## src/rtl/nap_pkg.sv

```systemverilog
// Shared nap-flow state encoding and default timing constants, used by the nap
// timer, main_state and the display block.
package nap_pkg;

  typedef enum logic [1:0] {
    IDLE   = 2'd0,
    LOADED = 2'd1,
    COUNT  = 2'd2,
    RING   = 2'd3
  } napState_t;

  localparam int SEC_PER_MIN          = 60;
  localparam int DEF_TICKS_PER_SEC    = 50000000;
  localparam int DEF_MIN_W            = 7;
  localparam int DEF_MAX_MIN          = 99;
  localparam int DEF_SNOOZE_MIN       = 5;
  localparam int DEF_MAX_SNOOZE       = 3;
  localparam int DEF_BEEP_HALF        = 25000000;
  localparam int DEF_RING_TIMEOUT_SEC = 60;

endpackage

```

## src/rtl/nap_tick_prescaler.sv

```systemverilog
// Cycle prescaler with enable and clear; emits a one-cycle tick every TICKS
// enabled cycles and holds its count while disabled.
module nap_tick_prescaler #(
  parameter int TICKS = 50000000
) (
  input  logic clock,
  input  logic reset,
  input  logic enable,
  input  logic clear,
  output logic tick
);

  localparam int CW = (TICKS > 1) ? $clog2(TICKS) : 1;

  logic [CW-1:0] countR;

  assign tick = enable && !clear && (countR == CW'(TICKS - 1));

  // Cycle counter: clear wins, wraps on tick, freezes while disabled.
  always_ff @(posedge clock) begin
    if (reset) begin
      countR <= {CW{1'b0}};
    end else if (clear || tick) begin
      countR <= {CW{1'b0}};
    end else if (enable) begin
      countR <= countR + CW'(1);
    end else begin
      countR <= countR;
    end
  end

endmodule

```

## src/rtl/nap_timer_ctrl.sv

```systemverilog
// Nap countdown and alarm sequencer: holds the chosen duration, counts it down
// while enSleep is high, then rings with snooze, cancel and ring timeout.
module nap_timer_ctrl
  import nap_pkg::*;
#(
  parameter int TICKS_PER_SEC    = DEF_TICKS_PER_SEC,
  parameter int MIN_W            = DEF_MIN_W,
  parameter int MAX_MIN          = DEF_MAX_MIN,
  parameter int SNOOZE_MIN       = DEF_SNOOZE_MIN,
  parameter int MAX_SNOOZE       = DEF_MAX_SNOOZE,
  parameter int BEEP_HALF        = DEF_BEEP_HALF,
  parameter int RING_TIMEOUT_SEC = DEF_RING_TIMEOUT_SEC
) (
  input  logic             clock,
  input  logic             reset,
  input  logic             load_valid,
  input  logic [MIN_W-1:0] load_min,
  input  logic             enSleep,
  input  logic             cancel,
  input  logic             snooze,
  output logic             completeSleep,
  output logic             buzzer,
  output logic [MIN_W-1:0] remain_min,
  output logic [5:0]       remain_sec,
  output logic             busy,
  output logic [1:0]       snooze_count,
  output logic             timed_out
);

  localparam int RING_W = (RING_TIMEOUT_SEC > 1) ? $clog2(RING_TIMEOUT_SEC) : 1;
  localparam int BEEP_W = (BEEP_HALF > 1) ? $clog2(BEEP_HALF) : 1;

  napState_t         stateR;
  logic [RING_W-1:0] ringSecR;
  logic [BEEP_W-1:0] beepCntR;

  logic             secTickS;
  logic             ringTickS;
  logic             countEnS;
  logic             countClrS;
  logic             ringEnS;
  logic             ringClrS;
  logic             loadOkS;
  logic             snoozeOkS;
  logic             ringTimeoutS;
  logic             abortS;
  logic             lastSecS;
  logic [MIN_W-1:0] loadClampS;

  assign countEnS     = (stateR == COUNT) && enSleep;
  assign countClrS    = (stateR != COUNT) || cancel;
  assign ringEnS      = (stateR == RING);
  assign ringClrS     = (stateR != RING) || cancel;
  assign loadOkS      = load_valid && (load_min != {MIN_W{1'b0}}) &&
                        ((stateR == IDLE) || (stateR == LOADED));
  assign loadClampS   = (load_min > MIN_W'(MAX_MIN)) ? MIN_W'(MAX_MIN) : load_min;
  assign snoozeOkS    = snooze && (snooze_count < 2'(MAX_SNOOZE));
  assign ringTimeoutS = ringTickS && (ringSecR == RING_W'(RING_TIMEOUT_SEC - 1));
  // A valid snooze beats the timeout tick; cancel beats everything.
  assign abortS       = cancel || ((stateR == RING) && !snoozeOkS && ringTimeoutS);
  assign lastSecS     = (remain_min == {MIN_W{1'b0}}) && (remain_sec == 6'd1);

  nap_tick_prescaler #(
    .TICKS (TICKS_PER_SEC)
  ) uCountPrescaler (
    .clock  (clock),
    .reset  (reset),
    .enable (countEnS),
    .clear  (countClrS),
    .tick   (secTickS)
  );

  nap_tick_prescaler #(
    .TICKS (TICKS_PER_SEC)
  ) uRingPrescaler (
    .clock  (clock),
    .reset  (reset),
    .enable (ringEnS),
    .clear  (ringClrS),
    .tick   (ringTickS)
  );

  // Nap sequencer: state, remaining time, alarm outputs and snooze bookkeeping.
  always_ff @(posedge clock) begin
    if (reset || abortS) begin
      stateR        <= IDLE;
      remain_min    <= {MIN_W{1'b0}};
      remain_sec    <= 6'd0;
      snooze_count  <= 2'd0;
      completeSleep <= 1'b0;
      buzzer        <= 1'b0;
      busy          <= 1'b0;
      ringSecR      <= {RING_W{1'b0}};
      beepCntR      <= {BEEP_W{1'b0}};
      timed_out     <= !reset && !cancel;
    end else begin
      timed_out <= 1'b0;
      case (stateR)
        IDLE, LOADED: begin
          if (loadOkS) begin
            stateR       <= LOADED;
            remain_min   <= loadClampS;
            remain_sec   <= 6'd0;
            snooze_count <= 2'd0;
            busy         <= 1'b1;
          end else if ((stateR == LOADED) && enSleep) begin
            stateR <= COUNT;
          end else begin
            stateR <= stateR;
          end
        end
        COUNT: begin
          if (secTickS) begin
            if (lastSecS) begin
              stateR        <= RING;
              remain_sec    <= 6'd0;
              completeSleep <= 1'b1;
              buzzer        <= 1'b1;
              beepCntR      <= {BEEP_W{1'b0}};
              ringSecR      <= {RING_W{1'b0}};
            end else if (remain_sec == 6'd0) begin
              remain_min <= remain_min - MIN_W'(1);
              remain_sec <= 6'(SEC_PER_MIN - 1);
            end else begin
              remain_sec <= remain_sec - 6'd1;
            end
          end
        end
        RING: begin
          if (snoozeOkS) begin
            stateR        <= COUNT;
            remain_min    <= MIN_W'(SNOOZE_MIN);
            remain_sec    <= 6'd0;
            snooze_count  <= snooze_count + 2'd1;
            completeSleep <= 1'b0;
            buzzer        <= 1'b0;
          end else begin
            if (ringTickS) begin
              ringSecR <= ringSecR + RING_W'(1);
            end
            if (beepCntR == BEEP_W'(BEEP_HALF - 1)) begin
              beepCntR <= {BEEP_W{1'b0}};
              buzzer   <= !buzzer;
            end else begin
              beepCntR <= beepCntR + BEEP_W'(1);
            end
          end
        end
        default: begin
          stateR <= IDLE;
        end
      endcase
    end
  end

endmodule

```

## config.mk

```make
export PLATFORM = sky130hd
export DESIGN_NAME = nap_timer_ctrl
export DESIGN_NICKNAME = d
export VERILOG_FILES = /design/src/rtl/nap_pkg.sv /design/src/rtl/nap_tick_prescaler.sv /design/src/rtl/nap_timer_ctrl.sv
export SDC_FILE = /design/constraint.sdc
export NUM_CORES = 1
export LEC_CHECK = 0
export CORE_UTILIZATION = 65
export CTS_BUF_LIST = sky130_fd_sc_hd__clkbuf_8
export CTS_CLUSTER_DIAMETER = 100
export DETAILED_ROUTE_END_ITERATION = 16
export GPL_TIMING_DRIVEN = 0
export HOLD_SLACK_MARGIN = 0.06
export MAX_ROUTING_LAYER = met4
export PLACE_DENSITY = 0.84
export SYNTH_ARGS = -nofsm -noshare
export SYNTH_HDL_FRONTEND = slang
export SYNTH_SLANG_ARGS = --single-unit
```

## constraint.sdc

```tcl
create_clock -name clock -period 3.8 [get_ports clock]
set_input_delay 0.95 -clock clock [delete_from_list [all_inputs] [get_ports clock]]
set_output_delay 0.95 -clock clock [all_outputs]
set_load 0.005 [all_outputs]
```

==> results.yml, run 1 <==
finish:
  finalCoreUtilization_pct: 75.6
  layout-drive-gt1-share_pct: 4.91
  final_design_area_no_fill_sq_mm: 0.00584
  final_net_count: 710
  layout-area-overhead-vs-synth_pct: 12.0
  diodes: 0
sta:
  timing_hold_violations_final: 0
  skew_ps: 14.2
  timing.final.setup_violations: 0
  layout_min_cycle_time_ps: 3290
  timing.fmax_mhz: 304
  final_slew_viol_count: 0
  worst_slew_margin_rel_pct: 43.0
  finalSetupTns_ps: 0
  actual_slew_at_the_worst_max_slew_pin_ps: 847
  period_share_pct: 86.6
  grt_setup_unrepaired: "no"
run_status:
  outcome: "completed"
die:
  core_sq_mm: 0.00773
  die_width_um: 91.6
  floorplan.die_area_sq_mm: 0.00839
  io-pin-count: 32
  die_height_um: 91.6
  initial_core_utilization_pct: 67.5
  row_count: 32
cts:
  clock_sinks: 104
  htree_num_levels: 3
  clkSlewWorstSetupHoldPaths_ps: 90
  cts.hold.buffers_added: 0
  resized_after_cts: 0
  worst_skew_pair.late_latency_ps: 380
  max-clock-path-buffers: 2
  postCtsSetupRepairBufs: 0
  cts_made_buffers: 9
  cts.root.buffer_cell: "sky130_fd_sc_hd__clkbuf_8"
  tritoncts: "done"
yosys:
  synth-seq-area-share_pct: 39.9
  synth_largest_area_cell: "sky130_fd_sc_hd__dfxtp_1"
  yosys_cell_types: 58
  async_flop_share_pct: 0
  flop_and_latch_count_out_of_synthesis: 104
  yosys-top-cells-area: "sky130_fd_sc_hd__dfxtp_1 40%, sky130_fd_sc_hd__nor2_1 6.8%, sky130_fd_sc_hd__nand2_1 5.1%"
  postSynthAreaPerCell_sq_um: 8.09
  synth-warning-count: 0
  yosysTopAreaCellShare_pct: 39.9
  synth-main-ff-cell: "sky130_fd_sc_hd__dfxtp_1"
  synth-edff-count: 0
  netlist_area_sq_mm: 0.00522
  synthesis.nets: 668
  syn-instance-count: 645
pwr:
  power_frac_comb_pct: 4.7
  pwr-share-seq_pct: 59.2
  power.share.clock_pct: 36.1
  switchingPower_w: 0.000457
  worst_case_vdd_ir_drop_v: 0.000286
  switching_share_pct: 24.6
  leakagePower_nw: 1.87
  internal_power_w: 0.00140
  power_density_mw_per_mm2: 318
drt:
  routed_wl_um: 12300
  drt_first_pass_iters: 5
  avgViaCountPerCell: 6.12
  drt_first_iter_violations: 226
  dr_total_vias: 4856
  remaining_antenna_violation_count_after_routing: 0
  drc: 0
  wl_per_cell_um: 15.5
setup_path:
  endpoint_kind: "register"
  critical_path.startpoint_type: "input port"
  worst-endpoint-required_ps: 4050
  criticalPathCategory: "input port to register"
  worstPathMaxFanout: 5
  cp_data_arrival_time_ps: 3540
place:
  port_buffers: 31
  place_area_sq_mm: 0.00565
  place_hpwl_um: 8930
  finalWeightedCongestion: 0.924
global_routing:
  globalRouteTotalUtil_pct: 31.7
  largest_net_degree_at_the_start_of_global_routing: 19
  grt_antenna_before_repair: 0
  grt_first_pass_wirelength_um: 21000
  vias_in_the_first_global_route: 4642
  gr-total-overflow: 0
hold_path:
  worst_hold_path_type: "register to register"
run:
  cap_viol_max_count: 0
## per-stage QoR
stage / setup slack, ps / power, W / std cells / hold slack [ps]
2_1_floorplan: 1050 / 0.00117 / 645 / 426
3_3_place_gp: 168 / 0.00121 / 778 / 445
3_5_place_dp: 166 / 0.00121 / 778 / 447
4_1_cts: 535 / 0.00186 / 794 / 468
5_1_grt: 410 / 0.00191 / 794 / 481
6_report: 508 / 0.00186 / 794 / 466
## per-layer routing
layer	vias up	GRT usage, %	part of all wire [%]
met5	-	-	0
met4	0	10.8	1.8
met3	24	5.19	5.2
met2	152	53.4	49
met1	2277	38.5	44
li1	2403	-	-
## registers in the layout, indices dropped and copies added (netlist names)
| name | count |
|---|---|
| uCountPrescaler.countR | 26 |
| beepCntR | 25 |
| ringSecR | 6 |
| remain_sec | 6 |
| buzzer | 1 |
| stateR | 2 |
| snooze_count | 2 |
| remain_min | 7 |
| timed_out | 1 |
| uRingPrescaler.countR | 26 |
| completeSleep | 1 |
| busy | 1 |
## critical path: stages
cell and delay, ps:
sky130_fd_sc_hd__clkdlybuf4s50_1 500, sky130_fd_sc_hd__nor4b_1 350, sky130_fd_sc_hd__nand4_1 230, sky130_fd_sc_hd__or3_1 530
sky130_fd_sc_hd__or4_1 550, sky130_fd_sc_hd__o41ai_1 280, sky130_fd_sc_hd__o22ai_1 140
## kinds of logic (layout without fill, tap and decap cells)
group | after synthesis | count (layout) | share of synthesized area [%]
buffers and inverters | 34 | 81 | 2.69
and+or+nand+nor | 327 | 327 | 31.3
AOI/OAI and AO/OA | 117 | 117 | 14.7
adders and majority gates | 10 | 10 | 2.40
DFF | 104 | 104 | 39.9
xor gates and xnor gates | 49 | 49 | 8.23
muxes | 4 | 4 | 0.792
## Yosys cell counts (15+ instances only)
| cell type | instances |
|---|---|
| sky130_fd_sc_hd__dfxtp_1 | 104 |
| sky130_fd_sc_hd__clkbuf_1 | 15 |
| sky130_fd_sc_hd__nand4_1 | 19 |
| sky130_fd_sc_hd__o21ai_0 | 33 |
| sky130_fd_sc_hd__nand3_1 | 35 |
| sky130_fd_sc_hd__nand2_1 | 71 |
| sky130_fd_sc_hd__xor2_1 | 27 |
| sky130_fd_sc_hd__nor3_1 | 28 |
| sky130_fd_sc_hd__nor2_1 | 95 |
| sky130_fd_sc_hd__a21oi_1 | 29 |
| sky130_fd_sc_hd__xnor2_1 | 22 |
| sky130_fd_sc_hd__or3_1 | 15 |
## path summary, 6_finish.rpt
check                             start                         end  slack, ps  depth (start not counted)
max                              cancel  remain_min[5]$_SDFFE_PP0P_        510                          7
min          completeSleep$_SDFFE_PP0P_  completeSleep$_SDFFE_PP0P_        470                          2
max reg2reg      stateR[1]$_SDFFE_PP0P_    ringSecR[2]$_SDFFE_PP0P_       1130                          8
min reg2reg  completeSleep$_SDFFE_PP0P_  completeSleep$_SDFFE_PP0P_        470                          2
## area by class of cell
cell class | instances | area (sq um)
flip-flops and latches | 104 | 2080
well taps | 102 | 128
multi-input cells | 507 | 2990
repair buffers | 31 | 310
fillers | 587 | 1880
clock inverters | 6 | 51.3
inverters | 14 | 52.6
plain buffers | 20 | 87.6
clock buffers | 10 | 138
## placed cells by master, fill, tap and decap left out, types with 6 or more instances in the layout
master and instances:
sky130_fd_sc_hd__nand4_1 19, sky130_fd_sc_hd__clkbuf_1 15, sky130_fd_sc_hd__o31ai_1 7, sky130_fd_sc_hd__and4_1 8, sky130_fd_sc_hd__o21ai_0 33, sky130_fd_sc_hd__nand2_1 71
sky130_fd_sc_hd__a31oi_1 6, sky130_fd_sc_hd__ha_1 10, sky130_fd_sc_hd__and3_1 11, sky130_fd_sc_hd__inv_1 14, sky130_fd_sc_hd__a21oi_1 29, sky130_fd_sc_hd__clkbuf_8 10
sky130_fd_sc_hd__or3_1 15, sky130_fd_sc_hd__nand3_1 35, sky130_fd_sc_hd__nor4_1 10, sky130_fd_sc_hd__dfxtp_1 104, sky130_fd_sc_hd__xnor2_1 22, sky130_fd_sc_hd__clkdlybuf4s50_1 31
sky130_fd_sc_hd__nor2_1 95, sky130_fd_sc_hd__xor2_1 27, sky130_fd_sc_hd__nor3_1 28
## power by group through the flow
stage	Sequential, W	Combinational [W]	Clock (W)
4_1_cts	0.00110	0.0000871	0.000676
3_3_place_gp	0.00112	0.0000842	0
3_5_place_dp	0.00112	0.0000863	0
2_1_floorplan	0.00112	0.0000479	0
6_report	0.00110	0.0000879	0.000669
5_1_grt	0.00110	0.0000955	0.000716
No activity file was read; power rests on OpenSTA's default activity.
==> run 2: changes to the inputs <==
- CORE_UTILIZATION: 65 -> 60
- PLACE_DENSITY: 0.84 -> 0.78
==> results.yml, run 2 (synthesis gave the netlist of run 1 again) <==
hold_path:
  min_delay_path_depth: 2
  worstHoldEndpoint: "completeSleep$_SDFFE_PP0P_"
  worst_hold_path_type: "register to register"
  worstHoldStart: "completeSleep$_SDFFE_PP0P_"
sta:
  period_share_pct: 85.5
  timing.final.setup_violations: 0
  skew_ps: 14.1
  timing.fmax_mhz: 308
  timing_hold_violations_final: 0
  actual_slew_at_the_worst_max_slew_pin_ps: 889
  worst_slew_margin_rel_pct: 40.2
  grt_setup_unrepaired: "no"
  layout_min_cycle_time_ps: 3250
  finalSetupTns_ps: 0
  final_slew_viol_count: 0
setup_path:
  regToRegEndpoint: "beepCntR[17]$_SDFFE_PP0P_"
  criticalPathCategory: "input port to register"
  cp_data_arrival_time_ps: 3510
  worstPathMaxFanout: 5
  critical_path.startpoint_type: "input port"
  reg2regPathDepth: 8
  endpoint_kind: "register"
  reg2reg_setup_slack_ps: 1080
  critical_path.reg2reg.startpoint: "beepCntR[0]$_SDFFE_PP0P_"
  worst-endpoint-required_ps: 4060
pwr:
  worst_case_vdd_ir_drop_v: 0.000258
  report.power.total_w: 0.00196
  leakagePower_nw: 1.89
  power_density_mw_per_mm2: 334
cts:
  clock_sinks: 104
  cts_made_buffers: 9
  clkSlewWorstSetupHoldPaths_ps: 100
  cts.root.buffer_cell: "sky130_fd_sc_hd__clkbuf_8"
  cts.hold.buffers_added: 0
  tritoncts: "done"
  resized_after_cts: 0
  worst_skew_pair.late_latency_ps: 370
  max-clock-path-buffers: 2
  htree_num_levels: 3
  postCtsSetupRepairBufs: 0
drt:
  remaining_antenna_violation_count_after_routing: 0
  drc: 0
  avgViaCountPerCell: 6.08
  wl_per_cell_um: 15.1
  dr_total_vias: 4845
  routed_wl_um: 12100
  drt_first_iter_violations: 174
  drt_first_pass_iters: 5
global_routing:
  grt_first_pass_wirelength_um: 20000
  grt_antenna_before_repair: 0
  globalRouteTotalUtil_pct: 28.7
  largest_net_degree_at_the_start_of_global_routing: 19
  vias_in_the_first_global_route: 4427
  gr-total-overflow: 0
die:
  die_width_um: 95.2
  core_sq_mm: 0.00830
  io-pin-count: 32
  initial_core_utilization_pct: 62.9
  die_height_um: 95.2
  row_count: 33
  floorplan.die_area_sq_mm: 0.00907
finish:
  final_design_area_no_fill_sq_mm: 0.00588
  layout-area-overhead-vs-synth_pct: 12.8
  nFillCells: 685
  diodes: 0
  layout.cells.most_common: "sky130_fd_sc_hd__dfxtp_1"
  most-common-layout-cells: "104 x sky130_fd_sc_hd__dfxtp_1, 95 x sky130_fd_sc_hd__nor2_1, 71 x sky130_fd_sc_hd__nand2_1"
  biggest_regs: "uCountPrescaler.countR: 26 flops, uRingPrescaler.countR: 26 flops, beepCntR: 25 flops"
  layout-drive-gt1-share_pct: 4.77
  final_net_count: 710
place:
  place_area_sq_mm: 0.00566
  port_buffers: 31
  place_hpwl_um: 8810
  finalWeightedCongestion: 0.917
run_status:
  outcome: "completed"
run:
  cap_viol_max_count: 0
[run 2: changes by cell type in the layout (fill, tap and decap cells not counted), sizes merged]
cell / delta
inv: +2
clkbuf: -1
bufinv: +2
clkinv: -2
clkinvlp: -1
[run 2: metrics by stage]
stage / setup WS [ps] / util, % / hold slack [ps] / std cells
finish: 552 / 70.9 / 466 / 797
global route: 420 / 70.9 / 504 / 797
CTS: 579 / 70.9 / 475 / 797
detailed placement: 198 / 68.2 / 455 / 781
global placement: 156 / 68.2 / 445 / 781
floorplan: 1050 / - / 426 / 645
[run 2: cell type report]
type | instances | area [sq um] | share of cell area [%]
repair buffers | 31 | 310 | 5.28
well taps | 105 | 131 | 2.23
plain buffers | 20 | 87.6 | 1.49
clock buffers | 9 | 124 | 2.11
flip-flops and latches | 104 | 2080 | 35.4
multi-input cells | 507 | 2990 | 50.9
clock inverters | 7 | 100 | 1.70
inverters | 14 | 52.6 | 0.893
[run 2: per-layer routing]
layer  track usage [%]  share of wire [%]  up-vias
met5                 -                  0        -
met4              9.34                1.6        0
met3              5.02                4.9       18
met2              46.5                 48      138
met1              36.2                 45     2282
li1                  -                  -     2407
[run 2: how the worst max path moves through the flow]
| stage | slack [ps] | to | from |
|---|---|---|---|
| 6_report | 550 | remain_min[5]$_SDFFE_PP0P_ | cancel |
| 5_1_grt | 420 | beepCntR[23]$_SDFFE_PP0P_ | cancel |
| 4_1_cts | 580 | remain_sec[1]$_SDFFE_PP0P_ | cancel |
| 3_5_place_dp | 200 | remain_sec[1]$_SDFFE_PP0P_ | cancel |
| 3_3_place_gp | 160 | remain_sec[1]$_SDFFE_PP0P_ | cancel |
| 2_1_floorplan | 1050 | remain_sec[2]$_SDFFE_PP0P_ | cancel |
[run 2: where the power goes]
group	internal [W]	total, W	switching (W)
registers	0.00109	0.00110	0.00000556
logic	0.0000404	0.0000886	0.0000481
clock network	0.000378	0.000775	0.000397
[run 2: worst max-delay path, cell delays in order]
cell                              delay [ps]
sky130_fd_sc_hd__clkdlybuf4s50_1         510
sky130_fd_sc_hd__nor4b_1                 330
sky130_fd_sc_hd__nand4_1                 230
sky130_fd_sc_hd__or3_1                   540
sky130_fd_sc_hd__or4_1                   540
sky130_fd_sc_hd__o41ai_1                 280
sky130_fd_sc_hd__o22ai_1                 120
==> run 3: changes to the inputs <==
- CTS_CLUSTER_DIAMETER: 100 -> not set
- SYNTH_HIERARCHICAL: not set -> 1
==> results.yml, run 3 <==
cts:
  cts.root.buffer_cell: "sky130_fd_sc_hd__clkbuf_8"
  cts.hold.buffers_added: 0
  clkSlewWorstSetupHoldPaths_ps: 100
  clock_sinks: 104
  htree_num_levels: 3
  cts_made_buffers: 9
  worst_skew_pair.late_latency_ps: 370
  max-clock-path-buffers: 2
  tritoncts: "done"
sta:
  skew_ps: 9.81
  grt_setup_unrepaired: "no"
  timing_hold_violations_final: 0
  hold_ws_ps: 477
  worst_slew_margin_rel_pct: 41.8
  actual_slew_at_the_worst_max_slew_pin_ps: 869
  layout_min_cycle_time_ps: 3590
  timing.fmax_mhz: 278
  final_slew_viol_count: 0
  period_share_pct: 94.6
  timing.final.setup_violations: 0
finish:
  nFillCells: 799
  layout-area-overhead-vs-synth_pct: 12.6
  fin_cells: 890
  layout.cells.most_common: "sky130_fd_sc_hd__dfxtp_1"
  final_net_count: 779
  diodes: 0
  multi_input_area_sq_mm: 0.00359
  biggest_regs: "uCountPrescaler/countR: 26 flops, uRingPrescaler/countR: 26 flops, beepCntR: 25 flops"
  regArea_sq_mm: 0.00208
  layout-drive-gt1-share_pct: 9.33
  most-common-layout-cells: "104 x sky130_fd_sc_hd__dfxtp_1, 73 x sky130_fd_sc_hd__nor2_1, 54 x sky130_fd_sc_hd__nand2_1"
yosys:
  synth-main-ff-cell: "sky130_fd_sc_hd__dfxtp_1"
  yosysTopAreaCellShare_pct: 35.5
  synth-edff-count: 0
  synth-warning-count: 6
  netlist_top_cells_count: "104 x sky130_fd_sc_hd__dfxtp_1, 73 x sky130_fd_sc_hd__nor2_1, 55 x sky130_fd_sc_hd__nand2_1, 44 x sky130_fd_sc_hd__a21oi_1, 35 x sky130_fd_sc_hd__nand4_1"
  synth_most_common_cell: "sky130_fd_sc_hd__dfxtp_1"
  synth-seq-area-share_pct: 35.5
  async_flop_share_pct: 0
  yosys_cell_types: 69
  netlist_area_sq_mm: 0.00587
  postSynthAreaPerCell_sq_um: 8.26
  syn-instance-count: 711
  synth_largest_area_cell: "sky130_fd_sc_hd__dfxtp_1"
  yosys-top-cells-area: "sky130_fd_sc_hd__dfxtp_1 35%, sky130_fd_sc_hd__nor2_1 4.7%, sky130_fd_sc_hd__xor2_1 4.6%"
  flop_and_latch_count_out_of_synthesis: 104
  synthesis.nets: 734
setup_path:
  path_buf_inv: 1
  regToRegEndpoint: "beepCntR[21]$_SDFFE_PP0P_"
  critical_path_cell_by_cell: "clkdlybuf4s50_1 > nand2b_2 > or4_1 > nor4_4 > nand4b_1 > or4_4 > and4_1 > or3_1"
  cp_data_arrival_time_ps: 3850
  criticalPathCategory: "input port to register"
  critical-path-max-stage-delay_ps: 540
  setup.worst_path.start: "cancel"
  worstPathMaxFanout: 9
  reg2reg_setup_slack_ps: 370
  critical_path.reg2reg.startpoint: "stateR[1]$_SDFFE_PP0P_"
  endpoint_kind: "register"
  critical-path-top-delay-family: "simple AND/OR/NAND/NOR gates"
  critical_path.startpoint_type: "input port"
  critical_path_depth: 8
  worst-endpoint-required_ps: 4060
  highest_delay_cell_along_the_critical_path: "sky130_fd_sc_hd__or4_1"
  setup.worst_path.end: "beepCntR[21]$_SDFFE_PP0P_"
  reg2regPathDepth: 10
pwr:
  power_density_mw_per_mm2: 287
  leakagePower_nw: 2.10
  worst_case_vdd_ir_drop_v: 0.000217
die:
  initial_core_utilization_pct: 62.7
  die_height_um: 101
  core_sq_mm: 0.00937
  floorplan.die_area_sq_mm: 0.0102
  row_count: 35
  io-pin-count: 32
  die_width_um: 101
global_routing:
  most_used_layer_global_route: "met2"
  largest_net_degree_at_the_start_of_global_routing: 17
  vias_in_the_first_global_route: 5196
  gr-total-overflow: 0
  grt_use_met2_pct: 49.9
  grt_first_pass_wirelength_um: 24400
  met3_usage_pct: 4.92
  globalRouteTotalUtil_pct: 30.5
  grt_antenna_before_repair: 0
  use_met1_pct: 38.9
drt:
  remaining_antenna_violation_count_after_routing: 0
  drt_first_iter_violations: 293
  dr_total_vias: 5628
  wl_per_cell_um: 16.2
  drc: 0
  routed_wl_um: 14400
  avgViaCountPerCell: 6.32
  drt_first_pass_iters: 5
place:
  place_hpwl_um: 10300
  port_buffers: 31
  finalWeightedCongestion: 0.917
  placed_cells_incl_taps: 871
run:
  cap_viol_max_count: 0
hold_path:
  worst_hold_path_type: "register to register"
run_status:
  outcome: "completed"
[run 3: cell count changes after synthesis, moves of 7 or more]
cell                        change
sky130_fd_sc_hd__buf_2          +7
sky130_fd_sc_hd__and4_1         +7
sky130_fd_sc_hd__o2111ai_1      +8
sky130_fd_sc_hd__nand3_1        -8
sky130_fd_sc_hd__nand4_1       +16
sky130_fd_sc_hd__nor3_1         -9
sky130_fd_sc_hd__a21oi_1       +15
sky130_fd_sc_hd__xnor2_1        -9
sky130_fd_sc_hd__nand2_1       -16
sky130_fd_sc_hd__and2_1         +7
sky130_fd_sc_hd__or3_1         +11
sky130_fd_sc_hd__nor4_1         +8
sky130_fd_sc_hd__nor2_1        -22
[run 3: layout make-up]
class                           instances  share of cell area (%)
Multi-Input combinational cell        555                    54.2
Sequential cell                       104                    31.5
Timing Repair Buffer                   35                    5.15
Buffer                                 33                    2.65
Tap cell                              129                    2.44
Clock buffer                           10                    2.08
Inverter                               18                    1.02
Clock inverter                          6                   0.927
[run 3: worst register-to-register path, delay by kind of cell (launching register included)]
kind / cells / cell delay, ps
AND/OR/NAND/NOR: 8 / 2380
flip-flops: 1 / 480
buffers and inverters: 2 / 450
[run 3: stage by stage]
step           total power (W)  TNS [ps]  setup WS, ps  cell area, sq um  utilization, %
5_1_grt                0.00197         0          52.6              6610            70.5
3_5_place_dp           0.00122    -35040          -966              6340            67.7
3_3_place_gp           0.00122    -32630          -886              6340            67.7
2_1_floorplan          0.00118         0           543              5870               -
6_report               0.00190         0           206              6610            70.5
4_1_cts                0.00191         0          51.5              6580            70.2
[run 3: metal layers]
layer  vias to the layer above  wire length [um]
met3                        18               905
met5                         -                 0
met2                       205              6840
met1                      2645              6480
li1                       2760                 -
met4                         0               163
[run 3: cell families after synthesis]
| group | after synthesis | share of synthesized area (%) |
|---|---|---|
| xor gates and xnor gates | 44 | 6.56 |
| AOI/OAI and AO/OA | 142 | 16.0 |
| DFF | 104 | 35.5 |
| buffers and inverters | 52 | 4.13 |
| muxes | 5 | 0.852 |
| adders and majority gates | 10 | 2.13 |
| and+or+nand+nor | 354 | 34.9 |
[run 3: power by group]
group          internal (W)  switching, W  total [W]  leakage (nW)
sequential          0.00109    0.00000672    0.00110         0.839
clock              0.000319      0.000378   0.000697         0.101
combinational     0.0000450     0.0000544  0.0000994          1.16
total               0.00146      0.000439    0.00190          2.10
[run 3: how the worst min path moves through the flow]
stage | startpoint | to | slack [ps] | cells after the start
2_1_floorplan | ringSecR[1]$_SDFFE_PP0P_ | ringSecR[1]$_SDFFE_PP0P_ | 440 | 2
3_3_place_gp | ringSecR[1]$_SDFFE_PP0P_ | ringSecR[1]$_SDFFE_PP0P_ | 460 | 2
3_5_place_dp | ringSecR[1]$_SDFFE_PP0P_ | ringSecR[1]$_SDFFE_PP0P_ | 460 | 2
4_1_cts | ringSecR[1]$_SDFFE_PP0P_ | ringSecR[1]$_SDFFE_PP0P_ | 470 | 2
5_1_grt | ringSecR[1]$_SDFFE_PP0P_ | ringSecR[1]$_SDFFE_PP0P_ | 490 | 2
6_report | ringSecR[1]$_SDFFE_PP0P_ | ringSecR[1]$_SDFFE_PP0P_ | 480 | 2
[run 3: repair_timing]
| action | 4_1_cts | 5_1_grt |
|---|---|---|
| endpoints found under the setup margin | 51 | 43 |
| buffers inserted | 1 | 3 |
| gates resized for setup | 4 | 6 |
| gates cloned | 0 | 0 |
| pin swaps | 1 | 1 |
